**src/rtl/sd_pkg.sv**
```systemverilog
// Shared SD command definitions: frame geometry, CRC7 polynomial, command
// indices, sender state encoding and the serial CRC7 step.
package sd_pkg;

  localparam int CMD_FRAME_LEN = 48;
  localparam int CRC_MSG_BITS  = 40;
  localparam int CRC_BITS      = 7;

  localparam logic [6:0] CRC7_POLY = 7'h09;

  localparam logic [5:0] CMD0   = 6'd0;
  localparam logic [5:0] CMD8   = 6'd8;
  localparam logic [5:0] CMD17  = 6'd17;
  localparam logic [5:0] CMD55  = 6'd55;
  localparam logic [5:0] ACMD41 = 6'd41;

  localparam logic [1:0] ST_IDLE_ENC  = 2'd0;
  localparam logic [1:0] ST_SHIFT_ENC = 2'd1;
  localparam logic [1:0] ST_TRAIL_ENC = 2'd2;
  localparam logic [1:0] ST_WAIT_ENC  = 2'd3;

  typedef enum logic [1:0] {
    ST_IDLE  = ST_IDLE_ENC,
    ST_SHIFT = ST_SHIFT_ENC,
    ST_TRAIL = ST_TRAIL_ENC,
    ST_WAIT  = ST_WAIT_ENC
  } sd_state_t;

  // One message bit into a Galois-style CRC7 register (x^7 + x^3 + 1).
  function automatic logic [6:0] crc7_step(input logic [6:0] crc, input logic din);
    logic fb;
    fb = din ^ crc[6];
    return {crc[5:0], 1'b0} ^ (fb ? CRC7_POLY : 7'h00);
  endfunction

endpackage

```
**src/rtl/sd_crc7.sv**
```systemverilog
// Serial CRC7 accumulator: clr restarts at zero, en folds in one bit.
module sd_crc7
  import sd_pkg::*;
(
  input  logic       clk,
  input  logic       rst,
  input  logic       clr,
  input  logic       en,
  input  logic       din,
  output logic [6:0] crc
);

  logic [6:0] r_crc;

  always_ff @(posedge clk or posedge rst) begin
    if (rst) begin
      r_crc <= 7'h00;
    end else if (clr) begin
      r_crc <= 7'h00;
    end else if (en) begin
      r_crc <= crc7_step(r_crc, din);
    end
  end

  assign crc = r_crc;

endmodule

```
**src/rtl/sd_cmd_sender.sv**
```systemverilog
// SPI-mode SD command sender: serialises a 48-bit command frame with CRC7,
// clocks trail bits, then holds resp_en while waiting for the response block.
module sd_cmd_sender
  import sd_pkg::*;
#(
  parameter int CLK_DIV      = 2,
  parameter int TRAIL_BITS   = 8,
  parameter int RESP_TIMEOUT = 64
) (
  input  logic        clk,
  input  logic        rst,
  input  logic        start,
  input  logic [5:0]  cmd_index,
  input  logic [31:0] cmd_arg,
  input  logic        resp_done,
  output logic        busy,
  output logic        done,
  output logic        resp_en,
  output logic        timeout,
  output logic        sd_cs_n,
  output logic        sd_sclk,
  output logic        sd_mosi
);

  localparam int DIV_W   = $clog2(CLK_DIV + 1);
  localparam int TRAIL_W = $clog2(TRAIL_BITS + 1);
  localparam int TO_W    = $clog2(RESP_TIMEOUT + 1);

  localparam logic [DIV_W-1:0]   DIV_LAST   = DIV_W'(CLK_DIV - 1);
  localparam logic [TRAIL_W-1:0] TRAIL_LAST = TRAIL_W'(TRAIL_BITS - 1);
  localparam logic [TO_W-1:0]    TO_LAST    = TO_W'(RESP_TIMEOUT - 1);
  localparam logic [5:0]         FIRST_BIT  = 6'(CMD_FRAME_LEN - 1);
  localparam logic [5:0]         CRC_START  = 6'(CMD_FRAME_LEN - CRC_MSG_BITS);

  sd_state_t            r_state;
  logic [DIV_W-1:0]     r_div;
  logic                 r_sclk;
  logic                 r_mosi;
  logic                 r_cs_n;
  logic                 r_busy;
  logic                 r_done;
  logic                 r_resp_en;
  logic                 r_timeout;
  logic [5:0]           r_bit_cnt;
  logic [TRAIL_W-1:0]   r_trail_cnt;
  logic [TO_W-1:0]      r_wait_cnt;
  logic [CRC_MSG_BITS-1:0] r_msg;

  logic       w_half_end;
  logic       w_bit_end;
  logic       w_accept;
  logic       w_crc_en;
  logic [6:0] w_crc;
  logic [5:0] w_next_idx;
  logic [5:0] w_msg_idx;
  logic [2:0] w_crc_idx;
  logic       w_next_bit;

  assign w_half_end = (r_div == DIV_LAST);
  assign w_bit_end  = w_half_end && r_sclk;
  assign w_accept   = (r_state == ST_IDLE) && start;

  // Fold each message bit into the CRC in the first cycle of its bit period,
  // so the final CRC is settled well before the first CRC bit is launched.
  assign w_crc_en = (r_state == ST_SHIFT) && !r_sclk && (r_div == '0) &&
                    (r_bit_cnt >= CRC_START);

  sd_crc7 u_crc7 (
    .clk (clk),
    .rst (rst),
    .clr (w_accept),
    .en  (w_crc_en),
    .din (r_mosi),
    .crc (w_crc)
  );

  // Frame bit position n: n>=8 message, 7..1 CRC (MSB first), 0 end bit.
  always_comb begin
    w_next_idx = r_bit_cnt - 6'd1;
    w_msg_idx  = w_next_idx - CRC_START;
    w_crc_idx  = 3'(w_next_idx - 6'd1);
    w_next_bit = 1'b1;
    if (w_next_idx >= CRC_START) begin
      w_next_bit = r_msg[w_msg_idx];
    end else if (w_next_idx != 6'd0) begin
      w_next_bit = w_crc[w_crc_idx];
    end
  end

  always_ff @(posedge clk or posedge rst) begin
    if (rst) begin
      r_state     <= ST_IDLE;
      r_div       <= '0;
      r_sclk      <= 1'b0;
      r_mosi      <= 1'b1;
      r_cs_n      <= 1'b1;
      r_busy      <= 1'b0;
      r_done      <= 1'b0;
      r_resp_en   <= 1'b0;
      r_timeout   <= 1'b0;
      r_bit_cnt   <= '0;
      r_trail_cnt <= '0;
      r_wait_cnt  <= '0;
      r_msg       <= '0;
    end else begin
      r_done    <= 1'b0;
      r_timeout <= 1'b0;

      if (r_state != ST_IDLE) begin
        if (w_half_end) begin
          r_div  <= '0;
          r_sclk <= ~r_sclk;
        end else begin
          r_div <= r_div + 1'b1;
        end
      end

      case (r_state)
        ST_IDLE: begin
          r_div     <= '0;
          r_sclk    <= 1'b0;
          r_mosi    <= 1'b1;
          r_cs_n    <= 1'b1;
          r_busy    <= 1'b0;
          r_resp_en <= 1'b0;
          if (start) begin
            r_msg     <= {2'b01, cmd_index, cmd_arg};
            r_state   <= ST_SHIFT;
            r_bit_cnt <= FIRST_BIT;
            r_mosi    <= 1'b0;
            r_cs_n    <= 1'b0;
            r_busy    <= 1'b1;
          end
        end

        ST_SHIFT: begin
          if (w_bit_end) begin
            if (r_bit_cnt == 6'd0) begin
              r_state     <= ST_TRAIL;
              r_trail_cnt <= TRAIL_LAST;
              r_mosi      <= 1'b1;
            end else begin
              r_bit_cnt <= r_bit_cnt - 6'd1;
              r_mosi    <= w_next_bit;
            end
          end
        end

        ST_TRAIL: begin
          r_mosi <= 1'b1;
          if (w_bit_end) begin
            if (r_trail_cnt == '0) begin
              r_done     <= 1'b1;
              r_state    <= ST_WAIT;
              r_wait_cnt <= '0;
            end else begin
              r_trail_cnt <= r_trail_cnt - 1'b1;
            end
          end
        end

        ST_WAIT: begin
          r_mosi    <= 1'b1;
          r_resp_en <= 1'b1;
          // A response completing on the timeout cycle suppresses the timeout.
          if (resp_done || (w_bit_end && (r_wait_cnt == TO_LAST))) begin
            r_timeout <= ~resp_done;
            r_state   <= ST_IDLE;
            r_resp_en <= 1'b0;
            r_cs_n    <= 1'b1;
            r_sclk    <= 1'b0;
            r_div     <= '0;
            r_busy    <= 1'b0;
          end else if (w_bit_end) begin
            r_wait_cnt <= r_wait_cnt + 1'b1;
          end
        end

        default: begin
          r_state <= ST_IDLE;
        end
      endcase
    end
  end

  assign busy    = r_busy;
  assign done    = r_done;
  assign resp_en = r_resp_en;
  assign timeout = r_timeout;
  assign sd_cs_n = r_cs_n;
  assign sd_sclk = r_sclk;
  assign sd_mosi = r_mosi;

endmodule

```
**config.mk**
```make
export PLATFORM = sky130hd
export DESIGN_NAME = sd_cmd_sender
export DESIGN_NICKNAME = d
export VERILOG_FILES = /design/src/rtl/sd_pkg.sv /design/src/rtl/sd_crc7.sv /design/src/rtl/sd_cmd_sender.sv
export SDC_FILE = /design/constraint.sdc
export NUM_CORES = 1
export LEC_CHECK = 0
export ABC_AREA = 1
export ABC_CLOCK_PERIOD_IN_PS = 2000
export BUFFER_PORTS_ARGS = -buffer_cell sky130_fd_sc_hd__buf_4
export CAP_MARGIN = 20
export CORE_MARGIN = 4
export CORE_UTILIZATION = 40
export CTS_CLUSTER_DIAMETER = 100
export DETAILED_ROUTE_END_ITERATION = 7
export HOLD_SLACK_MARGIN = 0.03
export PLACE_DENSITY = 0.63
export SETUP_SLACK_MARGIN = 0.1
export SKIP_LAST_GASP = 1
export SYNTH_ARGS = -nofsm -noshare
export SYNTH_HDL_FRONTEND = slang
export SYNTH_SLANG_ARGS = --single-unit
export TNS_END_PERCENT = 10
```
**constraint.sdc**
```tcl
create_clock -name clk -period 2 [get_ports clk]
set_input_delay 0 -clock clk [delete_from_list [all_inputs] [get_ports clk]]
set_output_delay 0 -clock clk [all_outputs]
set_load 0.02 [all_outputs]
```
# ---- After elaboration in Yosys (flattened, before gate mapping)
# Cells that the tools add are included.
dict set report word_totals {
  output_inout_bits 7
  word_cells 123
  register_bits 74
  in_bits 42
}
dict set report op_classes {
  addsub 6
  muxes 54
  n_eq_ne 15
  magnitude_cmp 4
  reduce_logical 26
  n_bitwise 4
}
# operator n
set op_table {}
lappend op_table {{$mux W7} 6}
lappend op_table {{$mux W4} 5}
lappend op_table {{$mux W1} 19}
lappend op_table {{$mux W2} 9}
lappend op_table {{$mux W6} 3}
lappend op_table {{$ne A2 B2 Y1 const B} 9}
lappend op_table {{$pmux W7 S2} 1}
lappend op_table {{$ge A6 B4 Y1 const B} 2}
lappend op_table {{$pmux W6 S2} 1}
lappend op_table {{$reduce_bool A2 Y1} 6}
lappend op_table {{$reduce_and A5 Y1} 2}
lappend op_table {{$pmux W1 S2} 4}
lappend op_table {{$pmux W2 S4} 1}
lappend op_table {{$pmux W4 S2} 1}
lappend op_table {{$add A7 B1 Y7 const B} 1}
lappend op_table {{$eq A7 B6 Y1 const B} 1}
lappend op_table {{$lt A6 B7 Y1 const B} 1}
lappend op_table {{$xor A7 B7 Y7} 1}
lappend op_table {{$bmux W1 S6} 1}
lappend op_table {{$logic_and A1 B1 Y1} 6}
lappend op_table {{$logic_not A6 Y1} 1}
lappend op_table {{$reduce_and A6 Y1} 1}
lappend op_table {{$reduce_bool A6 Y1} 1}
lappend op_table {{$sub A6 B1 Y6 const B} 1}
lappend op_table {{20 further kinds} 25}

# ---- Longest topological paths before layout
# Gate-level depths: netlist of run 1.
dict set report logic_depth {
  depth_word 9
  depth_mapped 17
  mapped_depth_nobuf 16
}

# ---- Hierarchy
# From an unflattened synthesis of run 1, not the netlist that was laid out.
dict set report unflattened {
  cells_unflattened 501
  hier_area_um2 3871.2
}
# mod cells_per_inst instances seq_area_each_um2 area_per_inst_um2
set modules_own_cells {}
lappend modules_own_cells {sd_cmd_sender 462 1 1679.1 3549.7}
lappend modules_own_cells {sd_crc7 39 1 175.2 321.6}

# ---- Least setup slack after synthesis of run 1
# Ideal clock, no wire load.
dict set report synth_path {
  kind {reg2reg}
  startpoint {register r_bit_cnt[0]}
  endpoint {register r_mosi, in the netlist sd_mosi}
  arrival_ns 1.999
  setup_ns 0.073
  path_buffers 1
  required_ns 1.927
  setup_slack_ns -0.072
  path_stages_with_launch 18
  period_less_slack_ns 2.072
  path_cell_list {dfrtp_1 -> inv_2 -> buf_2 -> ha_1 -> nand2_1 -> o21ai_0 -> nand2_1 -> inv_1 -> ha_1 -> nor2_1 -> nand3_1 -> nand3_1 -> nand2_1 -> nand2_1 -> nand2_1 -> nand2_1 -> nand2_1 -> a21oi_1}
}
dict set report synth_via {
  elab_chain_cells 9
  elab_cells_between_ends 15
  classes_between {3 x add/sub; 1 x order compare; 9 x mux; 2 x reduce/logical}
}
# element line
set synth_rtl {}
lappend synth_rtl {{start: declaration} sd_cmd_sender.sv:44} ;# logic [5:0] r_bit_cnt;
lappend synth_rtl {{start signal: assignment} sd_cmd_sender.sv:143} ;# r_bit_cnt <= r_bit_cnt - 6'd1;
lappend synth_rtl {{branches (longest 6 deep; another with $sub A6 B1 Y6)} --}
lappend synth_rtl {{$mux W1 *} sd_cmd_sender.sv:138} ;# if (r_bit_cnt == 6'd0) begin
lappend synth_rtl {{$mux W1 *} sd_cmd_sender.sv:137} ;# if (w_bit_end) begin
lappend synth_rtl {{$pmux W1 S3 *} sd_cmd_sender.sv:118} ;# case (r_state)
lappend synth_rtl {{end signal: assignment} sd_cmd_sender.sv:144} ;# r_mosi <= w_next_bit;
lappend synth_rtl {{end: declaration} sd_cmd_sender.sv:38} ;# logic r_mosi;
# Every way passes the cells marked *. The select of a mux whose other input is x is not followed.
# A chain may end at the register's enable or synchronous reset.

# ---- Final worst setup path of run 1
# Same ends and word-level chain as after synthesis.

==> qor.txt, run 1 <==
Hold Startpoint = start
Total of max-cap violations = 0
Initial antenna violation count = 0
Syn Area/Cell = 7.866 µm²
Tcrit/Tclk final = 97.37%
CTS tree = done
Path depth of the worst reg2reg path = 16
First-pass GRT wire length = 15,660 µm
Top cells by area, synth = dfrtp_1 48%, nand2_1 19%, nand3_1 5.5%
Vias in the first global route = 3,475
Tot GR Track Use = 17.22%
Routed Antenna Nets = 0
Top_reg_cell synth = dfrtp_1
Final number of hold-violating endpoints = 0
CTS Buffer Depth = 2
CTS sink cnt = 74
Async SR Flop Fraction = 100.0%
DIE WIDTH = 105.0 µm
FF-to-FF Start = r_bit_cnt[0]
Clk pwr share = 41.1%
EDFF count, synth = 0
CP endpoint kind = flip-flop
Die area = 11,010 µm²
Nets = 638
WHS Path Cells = 4
Synth unique cells = 36
RSZ-0062 raised after global routing = yes
Ys Warns = 0
Initial core utilization = 40.88%
Crit Path Category = flip-flop to flip-flop
Leak Pwr = 2.636 nW
Status = completed
Die height = 105.0 µm
Placer congestion estimate = 0.8463
Clock Latency Late Sink = 0.35 ns
Switching portion of total power = 21.70%
CP bufs+invs = 2
Share of cells above drive strength 1 = 19.05%
Delay of the slowest cell on the worst path = 0.40 ns
Synthesized flop and latch total = 74
CP Data Arrival Time = 2.23 ns
Avg Vias per Cell = 4.904
Dpl cell area = 4350 µm²
Worst Hold End = busy
Initial DRC Count = 206
Util after Layout = 54.76%
Area Overhead vs Synth = 33.94%
Delay-heaviest family, CP = simple AND/OR/NAND/NOR gates
Core ar. = 9196 µm²
Clk root buf = clkbuf_8
Yosys top cell by area = dfrtp_1
Worst Path Required = 2.28 ns
Synthesized net count = 532
Worst path cell trace = inv_2 -> ha_4 -> nand2_1 -> o21ai_1 -> nand2_1 -> inv_2 -> ha_4 -> nor2_1 -> nand3_1 -> nand3_1 -> nand2_1 -> nand2_1 -> nand2_1 -> nand2_1 -> nand2_1 -> a21oi_2
Register-to-register setup slack = 0.05 ns
Endpoints failing setup = 0
Worst vdd ir = 0.2496 mV
CP max-delay cell = dfrtp_1
Int Power = 0.002199 W
Largest fanout on the critical path = 3
Clock buffer count from CTS = 9
Reg clk slew, reported paths = 0.08 ns
Reg-to-reg critical path endpoint = sd_mosi
Largest net degree at the start of global routing = 75
Worst Skew = 0.01266 ns
Drt drc = 0
Hold crit path type = input port to flip-flop
FMAX = 513.5 MHz
Worst slew pin tran = 0.3992 ns
Startpoint types = flip-flop
Post-synthesis instance area = 3760 µm²
P per Cell Area = 557.8 nW/µm²
Detailed placement HPWL = 6076 µm
Synth Instances = 478
Switching Power = 0.0006097 W
Min cycle time layout = 1.947 ns
Most frequent cell on the critical path = nand2_1
Final non-filler cell area = 5036 µm²
Slew Limit Fails = 0
Sequential fraction of design power = 53.2%
Post-synthesis sequential area ratio = 49.32%
Combinational share of power = 5.7%
Port Buf Inserts = 48
# rows = 35
Antenna Cells = 0
DR pass1 iterations = 4
Total gr overflow = 0
H-tree levels = 3
Vias = 3,428
Ports = 49
Routed WL per cell = 12.66 µm
Relative slew margins = 73.39%
Final WL = 8847 µm
Synth top area share = 47.92%
==> kinds of logic (layout without fill, tap and decap cells) <==
logic type,Yosys count,after routing,share of synthesized area [%]
xor+xnor,7,7,1.831
compound gates,52,52,8.586
buf+inv,63,173,6.556
simple gates,270,270,29.72
fa+ha+maj,12,12,3.993
flops,74,74,49.32
==> flip-flops by register name (all words and copies together), names as in the netlist <==
register     cells
sd_cs_n          1
u_crc7.crc       7
sd_mosi          1
r_wait_cnt       7
timeout          1
busy             1
r_trail_cnt      4
r_msg           39
done             1
resp_en          1
r_div            2
sd_sclk          1
r_bit_cnt        6
r_state          2
==> synth_stat cells, types with 2 or more instances <==
cell type and number:
buf_2 5, nand2_1 187, inv_2 2, o21a_1 2, nand3_1 41, nor3_1 4, o21ai_0 16, a21oi_1 12
inv_1 45, dfrtp_1 72, dfstp_2 2, xor2_1 3, xnor2_1 3, a22oi_1 6, nor2_1 27, clkbuf_1 7
ha_1 12, or2_2 3, buf_1 2, o2111ai_1 2, nand4_1 4, o22ai_1 7
==> worst max path at each step <==
| stage | slack, ns | depth (start not counted) | end | start |
|---|---|---|---|---|
| 4_1_cts | 0.08 | 11 | r_wait_cnt[5] | r_state[0] |
| 5_1_grt | -0.08 | 10 | r_wait_cnt[5] | r_state[0] |
| 6_report | 0.05 | 16 | sd_mosi | r_bit_cnt[0] |
| 3_5_place_dp | -0.006 | 12 | r_wait_cnt[5] | r_trail_cnt[0] |
| 2_1_floorplan | 0.12 | 1 | busy | rst |
| 3_3_place_gp | 0.02 | 12 | r_wait_cnt[5] | r_trail_cnt[0] |
==> tightest hold or removal path, stage by stage <==
cell and delay [ns]:
buf_4 0.09, or2_2 0.11, a21oi_1 0.07, nor2_1 0.10
==> area by class of cell <==
class	instances	area, µm²
tap	111	138.9
fill	844	4160
clock inverter	5	55.05
sequential	74	1854
multi-input combinational	341	1724
timing repair buffer	110	942.2
clock buffer	10	137.6
inverter	48	183.9
==> placed cells by master (no fill, tap or decap), types with 2 or more instances in the layout <==
| cell | count |
|---|---|
| a22oi_1 | 6 |
| xnor2_1 | 3 |
| a21oi_1 | 11 |
| dfrtp_1 | 72 |
| o21ai_1 | 2 |
| o22ai_1 | 7 |
| nor3_1 | 3 |
| xor2_1 | 3 |
| clkinv_2 | 2 |
| inv_2 | 7 |
| ha_1 | 9 |
| o21a_1 | 2 |
| or2_2 | 3 |
| o21ai_0 | 14 |
| nand2_1 | 186 |
| o2111ai_2 | 2 |
| inv_1 | 40 |
| nor3_2 | 2 |
| ha_4 | 2 |
| clkinvlp_4 | 3 |
| nor2_2 | 2 |
| clkbuf_8 | 10 |
| nand3_1 | 41 |
| nand4_1 | 4 |
| nor2_1 | 26 |
| buf_4 | 68 |
| dlygate4sd3_1 | 40 |
| dfstp_2 | 2 |
==> power by group through the flow <==
stage          registers [W]  clock network (W)  logic [W]
3_5_place_dp         0.00152                  0  0.0000997
4_1_cts              0.00150            0.00118   0.000161
5_1_grt              0.00150            0.00126   0.000176
3_3_place_gp         0.00152                  0  0.0000985
2_1_floorplan        0.00152                  0  0.0000239
6_report             0.00150            0.00115   0.000159
==> timing repair <==
action | in CTS | in global routing
gates resized for setup | 5 | 9
hold endpoints to repair | 111 | 0
setup endpoints to repair | 4 | 18
cloned | 0 | 0
hold buffers | 40 | 0
pin swaps | 1 | 0
buffers inserted | 2 | 4
==> per-stage QoR <==
| stage | setup slack, ns | instances | setup TNS, ns | power [W] | hold WS, ns |
|---|---|---|---|---|---|
| floorplan | 0.1160 | 478 | 0 | 0.001549 | 0.07078 |
| global placement | 0.02099 | 638 | 0 | 0.001623 | 0.1247 |
| detailed placement | -0.005864 | 638 | -0.005864 | 0.001624 | 0.1294 |
| CTS | 0.07626 | 695 | 0 | 0.002835 | 0.05841 |
| global route | -0.07808 | 699 | -0.3866 | 0.002930 | 0.06651 |
| finish | 0.05261 | 699 | 0 | 0.002809 | 0.06353 |
==> routing by layer <==
layer  global-route usage, %  part of all wire, %
met4                   4.124                 0.87
met1                   23.46                   49
met5                       0                    0
met3                   3.891                  3.6
met2                   27.96                   47
Power figures use the tool's default switching activity.
==> run 2, diff against run 1 <==
Settings changed: ABC_AREA 1 to 0.
==> qor.txt, run 2 <==
Routed WL per cell = 14.33 µm
Total of max-cap violations = 0
Initial antenna violation count = 0
Most frequent cells in the layout = 129 x nand2_1, 89 x buf_4, 71 x dfrtp_1
Ports = 49
Die height = 106.3 µm
Ys Warns = 0
DP Cell Count = 612
Vias = 3,345
Final WL = 9674 µm
Violated checks = setup timing
Most common cell after layout, fill and taps aside = nand2_1
Syn Area/Cell = 9.307 µm²
Largest net degree at the start of global routing = 75
Initial DRC Count = 196
Hold crit path type = input port to flip-flop
EDFF count, synth = 0
Nets = 595
Relative slew margins = 72.36%
Status = finished with violations
CP max-delay cell = mux4_2
Top cells by area, synth = dfrtp_1 47%, nand2_1 13%, mux4_1 4.1%
Clock buffer count from CTS = 9
Synthesized flop and latch total = 74
Max reg flops = 39
Final worst slack = -0.1866 ns
Clk root buf = clkbuf_8
Combinational share of power = 45.5%
Endpoints failing setup = 4
Worst Skew = 0.01458 ns
Routed Antenna Nets = 0
Pre-CTS setup slack = -0.2417 ns
Placer congestion estimate = 0.8374
Async SR Flop Fraction = 100.0%
Switching Power = 0.002628 W
Crit Path Category = flip-flop to flip-flop
Initial core utilization = 41.41%
Die area = 11,290 µm²
Finished Layout Cells = 675
CP endpoint kind = flip-flop
Synthesized net count = 469
Setup TNS = -0.2402 ns
Total power = 0.006795 W
Startpoint types = flip-flop
Avg Vias per Cell = 4.956
Drt drc = 0
Min cycle time layout = 2.187 ns
Post-synthesis sequential area ratio = 48.01%
Register-to-register setup slack = -0.19 ns
Worst vdd ir = 0.5774 mV
Int Power = 0.004166 W
Worst hold slack = 0.2129 ns
Delay-heaviest family, CP = multiplexers
First-pass GRT wire length = 16,550 µm
Detailed placement HPWL = 6449 µm
Fill cells = 768
Yosys top cell by area = dfrtp_1
Slew Limit Fails = 0
# rows = 35
Synth unique cells = 49
Vias in the first global route = 3,434
Clk pwr share = 17.1%
Tcrit/Tclk final = 109.3%
Leak Pwr = 2.619 nW
Most frequent cells after synthesis = 130 x nand2_1, 72 x dfrtp_1, 36 x nor2_1
Sequential fraction of design power = 37.4%
Delay of the slowest cell on the worst path = 0.52 ns
Clock Latency Late Sink = 0.36 ns
Worst slew pin tran = 0.4130 ns
CTS Buffer Depth = 2
DIE WIDTH = 106.3 µm
Count leader, synth = nand2_1
CTS sink cnt = 74
Share of cells above drive strength 1 = 26.56%
Synth Instances = 415
Final number of hold-violating endpoints = 0
FMAX = 457.3 MHz
Top reg by flops = r_msg
Largest fanout on the critical path = 7
Total gr overflow = 0
Core ar. = 9328 µm²
Switching portion of total power = 38.68%
Area Overhead vs Synth = 38.84%
H-tree levels = 3
Reg clk slew, reported paths = 0.08 ns
Antenna Cells = 0
Top_reg_cell synth = dfrtp_1
CP bufs+invs = 2
DR pass1 iterations = 4
Worst path cell trace = inv_6 -> ha_4 -> xor2_4 -> buf_12 -> mux4_2 -> mux2i_2 -> o31ai_2 -> o31a_1
Tot GR Track Use = 18.37%
Post-synthesis instance area = 3862 µm²
P per Cell Area = 1267 nW/µm²
CTS tree = done
RSZ-0062 raised after global routing = yes
CP Data Arrival Time = 2.47 ns
Port Buf Inserts = 48
Synth top area share = 46.65%
Worst Path Required = 2.29 ns
[run 2: per-stage QoR]
stage / util, % / area (µm²)
after floorplan: - / 3933
after global placement: 49.90 / 4654
after detailed placement: 49.90 / 4654
after CTS: 56.90 / 5308
after global routing: 57.49 / 5363
final: 57.49 / 5363
[run 2: tightest hold or removal path: stages]
cell	delay (ns)
buf_4	0.09
nand2_1	0.05
buf_4	0.25
nand2b_1	0.12
[run 2: power groups by stage]
| stage | Clock [W] | Combinational, W | Sequential (W) |
|---|---|---|---|
| after global placement | 0 | 0.00277 | 0.00256 |
| after floorplan | 0 | 0.00206 | 0.00246 |
| after detailed placement | 0 | 0.00285 | 0.00255 |
| after CTS | 0.00120 | 0.00298 | 0.00254 |
| after global routing | 0.00126 | 0.00347 | 0.00261 |
| final | 0.00116 | 0.00309 | 0.00254 |
[run 2: layout make-up]
type                       instances  area (µm²)  share of cell area, %
timing repair buffer             133        1140                  21.26
clock buffer                      10       127.6                  2.380
inverter                          15       61.31                  1.143
sequential                        74        1856                  34.60
clock inverter                     6       66.31                  1.237
tap                              129       161.4                  3.010
multi-input combinational        308        1951                  36.37
[run 2: what timing repair did]
item	4_1_cts	5_1_grt
setup endpoints to repair	12	26
resized for setup	6	9
buffers inserted	4	3
hold buffers	40	0
pin swaps	4	9
hold endpoints to repair	111	0
[run 2: kinds of logic (layout without fill, tap and decap cells)]
logic type / Yosys count / in the layout / share of synthesized area [%]
flops: 74 / 74 / 48.01
buf+inv: 33 / 164 / 3.498
xor+xnor: 15 / 15 / 3.596
compound gates: 46 / 46 / 7.419
mux: 24 / 24 / 9.912
simple gates: 211 / 211 / 23.68
fa+ha+maj: 12 / 12 / 3.887
[run 2: final timing paths]
path                                      end  cells past startpoint         start
worst min register to register      r_msg[32]                      2     r_msg[32]
worst max-delay path                  sd_mosi                      8  r_bit_cnt[0]
max in group asynchronous             sd_mosi                      4           rst
min in group asynchronous       r_wait_cnt[3]                      4           rst
worst max register to register        sd_mosi                      8  r_bit_cnt[0]
worst min-delay path                r_msg[38]                      4         start
[run 2: layer usage]
metal | vias up | wire length [µm] | share of wire, % | GRT usage [%]
li1 | 1643 | - | - | -
met1 | 1610 | 4392 | 45 | 23.66
met2 | 72 | 4705 | 49 | 30.05
met3 | 20 | 319 | 3.3 | 3.279
met4 | 0 | 257 | 2.7 | 8.603
met5 | - | 0 | 0 | 0
==> run 3, diff against run 2 <==
Settings changed: SYNTH_HIERARCHICAL from default to 1.
==> qor.txt, run 3 <==
Synthesized flop and latch total = 74
Reg clk slew, reported paths = 0.08 ns
Min cycle time layout = 2.271 ns
Core ar. = 9284 µm²
Worst Path Required = 2.28 ns
CTS sink cnt = 74
Most frequent cells in the layout = 85 x buf_4, 71 x dfrtp_1, 41 x mux2_2, 41 x dlygate4sd3_1, 28 x nand2_1
Antenna Cells = 0
Status = finished with violations
Routed wl met2 = 4157 µm
Nets = 513
Vias = 2,982
Synth Area in XOR/XNOR = 2.033%
Endpoints failing setup = 1
Post-synthesis instance area = 3816 µm²
Largest net degree at the start of global routing = 50
Routed WL per cell = 14.48 µm
Total of max-cap violations = 0
H-tree levels = 3
Routed Antenna Nets = 0
EDFF count, synth = 0
CP Data Arrival Time = 2.55 ns
Clock buffer count from CTS = 9
Drt drc = 0
Synth unique cells = 54
Util after Layout = 56.85%
Worst slew pin tran = 0.5697 ns
Initial antenna violation count = 0
Detailed placement HPWL = 6138 µm
Most common cell after layout, fill and taps aside = buf_4
Final WL = 8584 µm
Largest family of logic cells by synthesized area = multiplexers
Count leader, synth = dfrtp_1
# rows = 35
Crit Path Category = flip-flop to flip-flop
Post-synthesis sequential area ratio = 48.59%
Worst Skew = 0.01141 ns
Share of cells above drive strength 1 = 35.34%
Hold crit path type = input port to async pin
P per Cell Area = 529.9 nW/µm²
First-pass GRT wire length = 14,730 µm
Initial DRC Count = 124
Multi-input logic area = 1884 µm²
Max reg flops = 39
CP endpoint kind = flip-flop
FMAX = 440.4 MHz
Vias in the first global route = 3,052
CTS Buffer Depth = 2
Synth Instances = 337
Worst vdd ir = 0.4096 mV
Tcrit/Tclk final = 113.5%
Ys Warns = 6
Clk root buf = clkbuf_8
CTS tree = done
Relative slew margins = 61.98%
Multiplexer area fraction after synthesis = 20.52%
Tot GR Track Use = 16.35%
Die height = 105.7 µm
Syn Area/Cell = 11.32 µm²
Initial core utilization = 41.11%
Final number of hold-violating endpoints = 0
FF/Latch Area = 1856 µm²
Most frequent cells after synthesis = 72 x dfrtp_1, 41 x mux2_2, 28 x nand2_1
Startpoint types = flip-flop
Post-synthesis simple-gate area fraction = 11.57%
Post-Synth Adder-Cell Area = 3.934%
Placer congestion estimate = 0.9006
Area fraction in compound gates after synthesis = 9.574%
Violated checks = setup timing
Area Overhead vs Synth = 38.30%
DR WL met3 = 270 µm
Total gr overflow = 0
Avg Vias per Cell = 5.029
Final worst slack = -0.2705 ns
Clock Latency Late Sink = 0.34 ns
Synthesized net count = 391
Leak Pwr = 2.497 nW
Yosys top cell by area = dfrtp_1
Routed met1 length = 4028 µm
Die area = 11,170 µm²
Largest fanout on the critical path = 11
Async SR Flop Fraction = 100.0%
Ports = 49
Slew Limit Fails = 0
Synth top area share = 47.21%
Port Buf Inserts = 48
Top cells by area, synth = dfrtp_1 47%, mux2_2 12%, ha_1 3.9%
Top reg by flops = r_msg
Top routing layer used = met4
Fill cells = 814
DR pass1 iterations = 6
DIE WIDTH = 105.7 µm
Worst hold slack = 0.1589 ns
Top_reg_cell synth = dfrtp_1
RSZ-0062 raised after global routing = yes
run 3: cell count changes after synthesis, moves of 3 or more:
cell,previous run,this run
mux2_2,6,41
nand2_1,130,28
nand2b_1,4,10
nand3_1,6,10
a21oi_1,14,10
xnor2_1,7,4
xor2_1,7,3
nor2_1,36,23
nor2b_1,6,3
o21ai_0,13,20
buf_1,6,3
run 3: per-stage QoR:
stage / worst slack (ns) / instance area (µm²) / total power, W / instances / setup TNS [ns]
floorplan: -0.2954 / 3879 / 0.001548 / 337 / -0.2954
global placement: -0.1668 / 4643 / 0.001627 / 535 / -0.1668
detailed placement: -0.2449 / 4643 / 0.001627 / 535 / -0.2592
CTS: -0.2082 / 5251 / 0.002836 / 592 / -0.2082
global route: -0.3719 / 5278 / 0.002925 / 593 / -1.136
finish: -0.2705 / 5278 / 0.002797 / 593 / -0.2705
run 3: power by group:
part	internal [W]	switching, W	total, W	leakage, nW
Combinational	0.000110	0.0000559	0.000165	1.42
Clock	0.000579	0.000557	0.00114	0.0925
Sequential	0.00150	0	0.00150	0.986
run 3: final timing paths:
kind | slack [ns] | cells after the start | from | to
min | 0.16 | 3 | rst | u_crc7/crc[2]
min in group clk | 0.43 | 3 | cmd_arg[7] | r_msg[7]
max | -0.27 | 8 | r_bit_cnt[0] | sd_mosi
max in group asynchronous | 1.17 | 4 | rst | sd_cs_n
min reg2reg | 0.49 | 2 | resp_en | resp_en
max reg2reg | -0.27 | 8 | r_bit_cnt[0] | sd_mosi
run 3: critical path: stages, from the launching register on:
cell	delay (ns)
dfrtp_2	0.45
buf_4	0.20
nand2b_1	0.18
buf_4	0.14
or3_1	0.36
a2111oi_1	0.52
a311oi_2	0.09
o221ai_1	0.16
a31o_1	0.12
run 3: what timing repair did:
item	CTS	global route
hold buffers	41	0
resized for setup	3	3
gates cloned	0	0
buffers inserted	0	1
pin swaps	1	1
setup endpoints to repair	6	19
endpoints found under the hold margin	86	0
run 3: routing by layer:
metal,GRT usage (%),vias to the layer above
met3,4.103,14
li1,-,1447
met1,21.90,1460
met5,0,-
met4,3.885,0
met2,26.73,61
run 3: cell type report:
| class | instances | area share (%) |
|---|---|---|
| Clock buffer | 10 | 2.418 |
| Sequential cell | 74 | 35.16 |
| Timing Repair Buffer | 129 | 21.01 |
| Multi-Input combinational cell | 229 | 35.70 |
| Clock inverter | 6 | 1.280 |
| Tap cell | 129 | 3.058 |
| Inverter | 16 | 1.375 |
run 3: kinds of logic (layout without fill, tap and decap cells):
kind of cell / Yosys count / count (layout)
flops: 74 / 74
mux: 60 / 60
xor+xnor: 8 / 8
compound gates: 57 / 57
buf+inv: 34 / 161
fa+ha+maj: 12 / 12
simple gates: 92 / 92
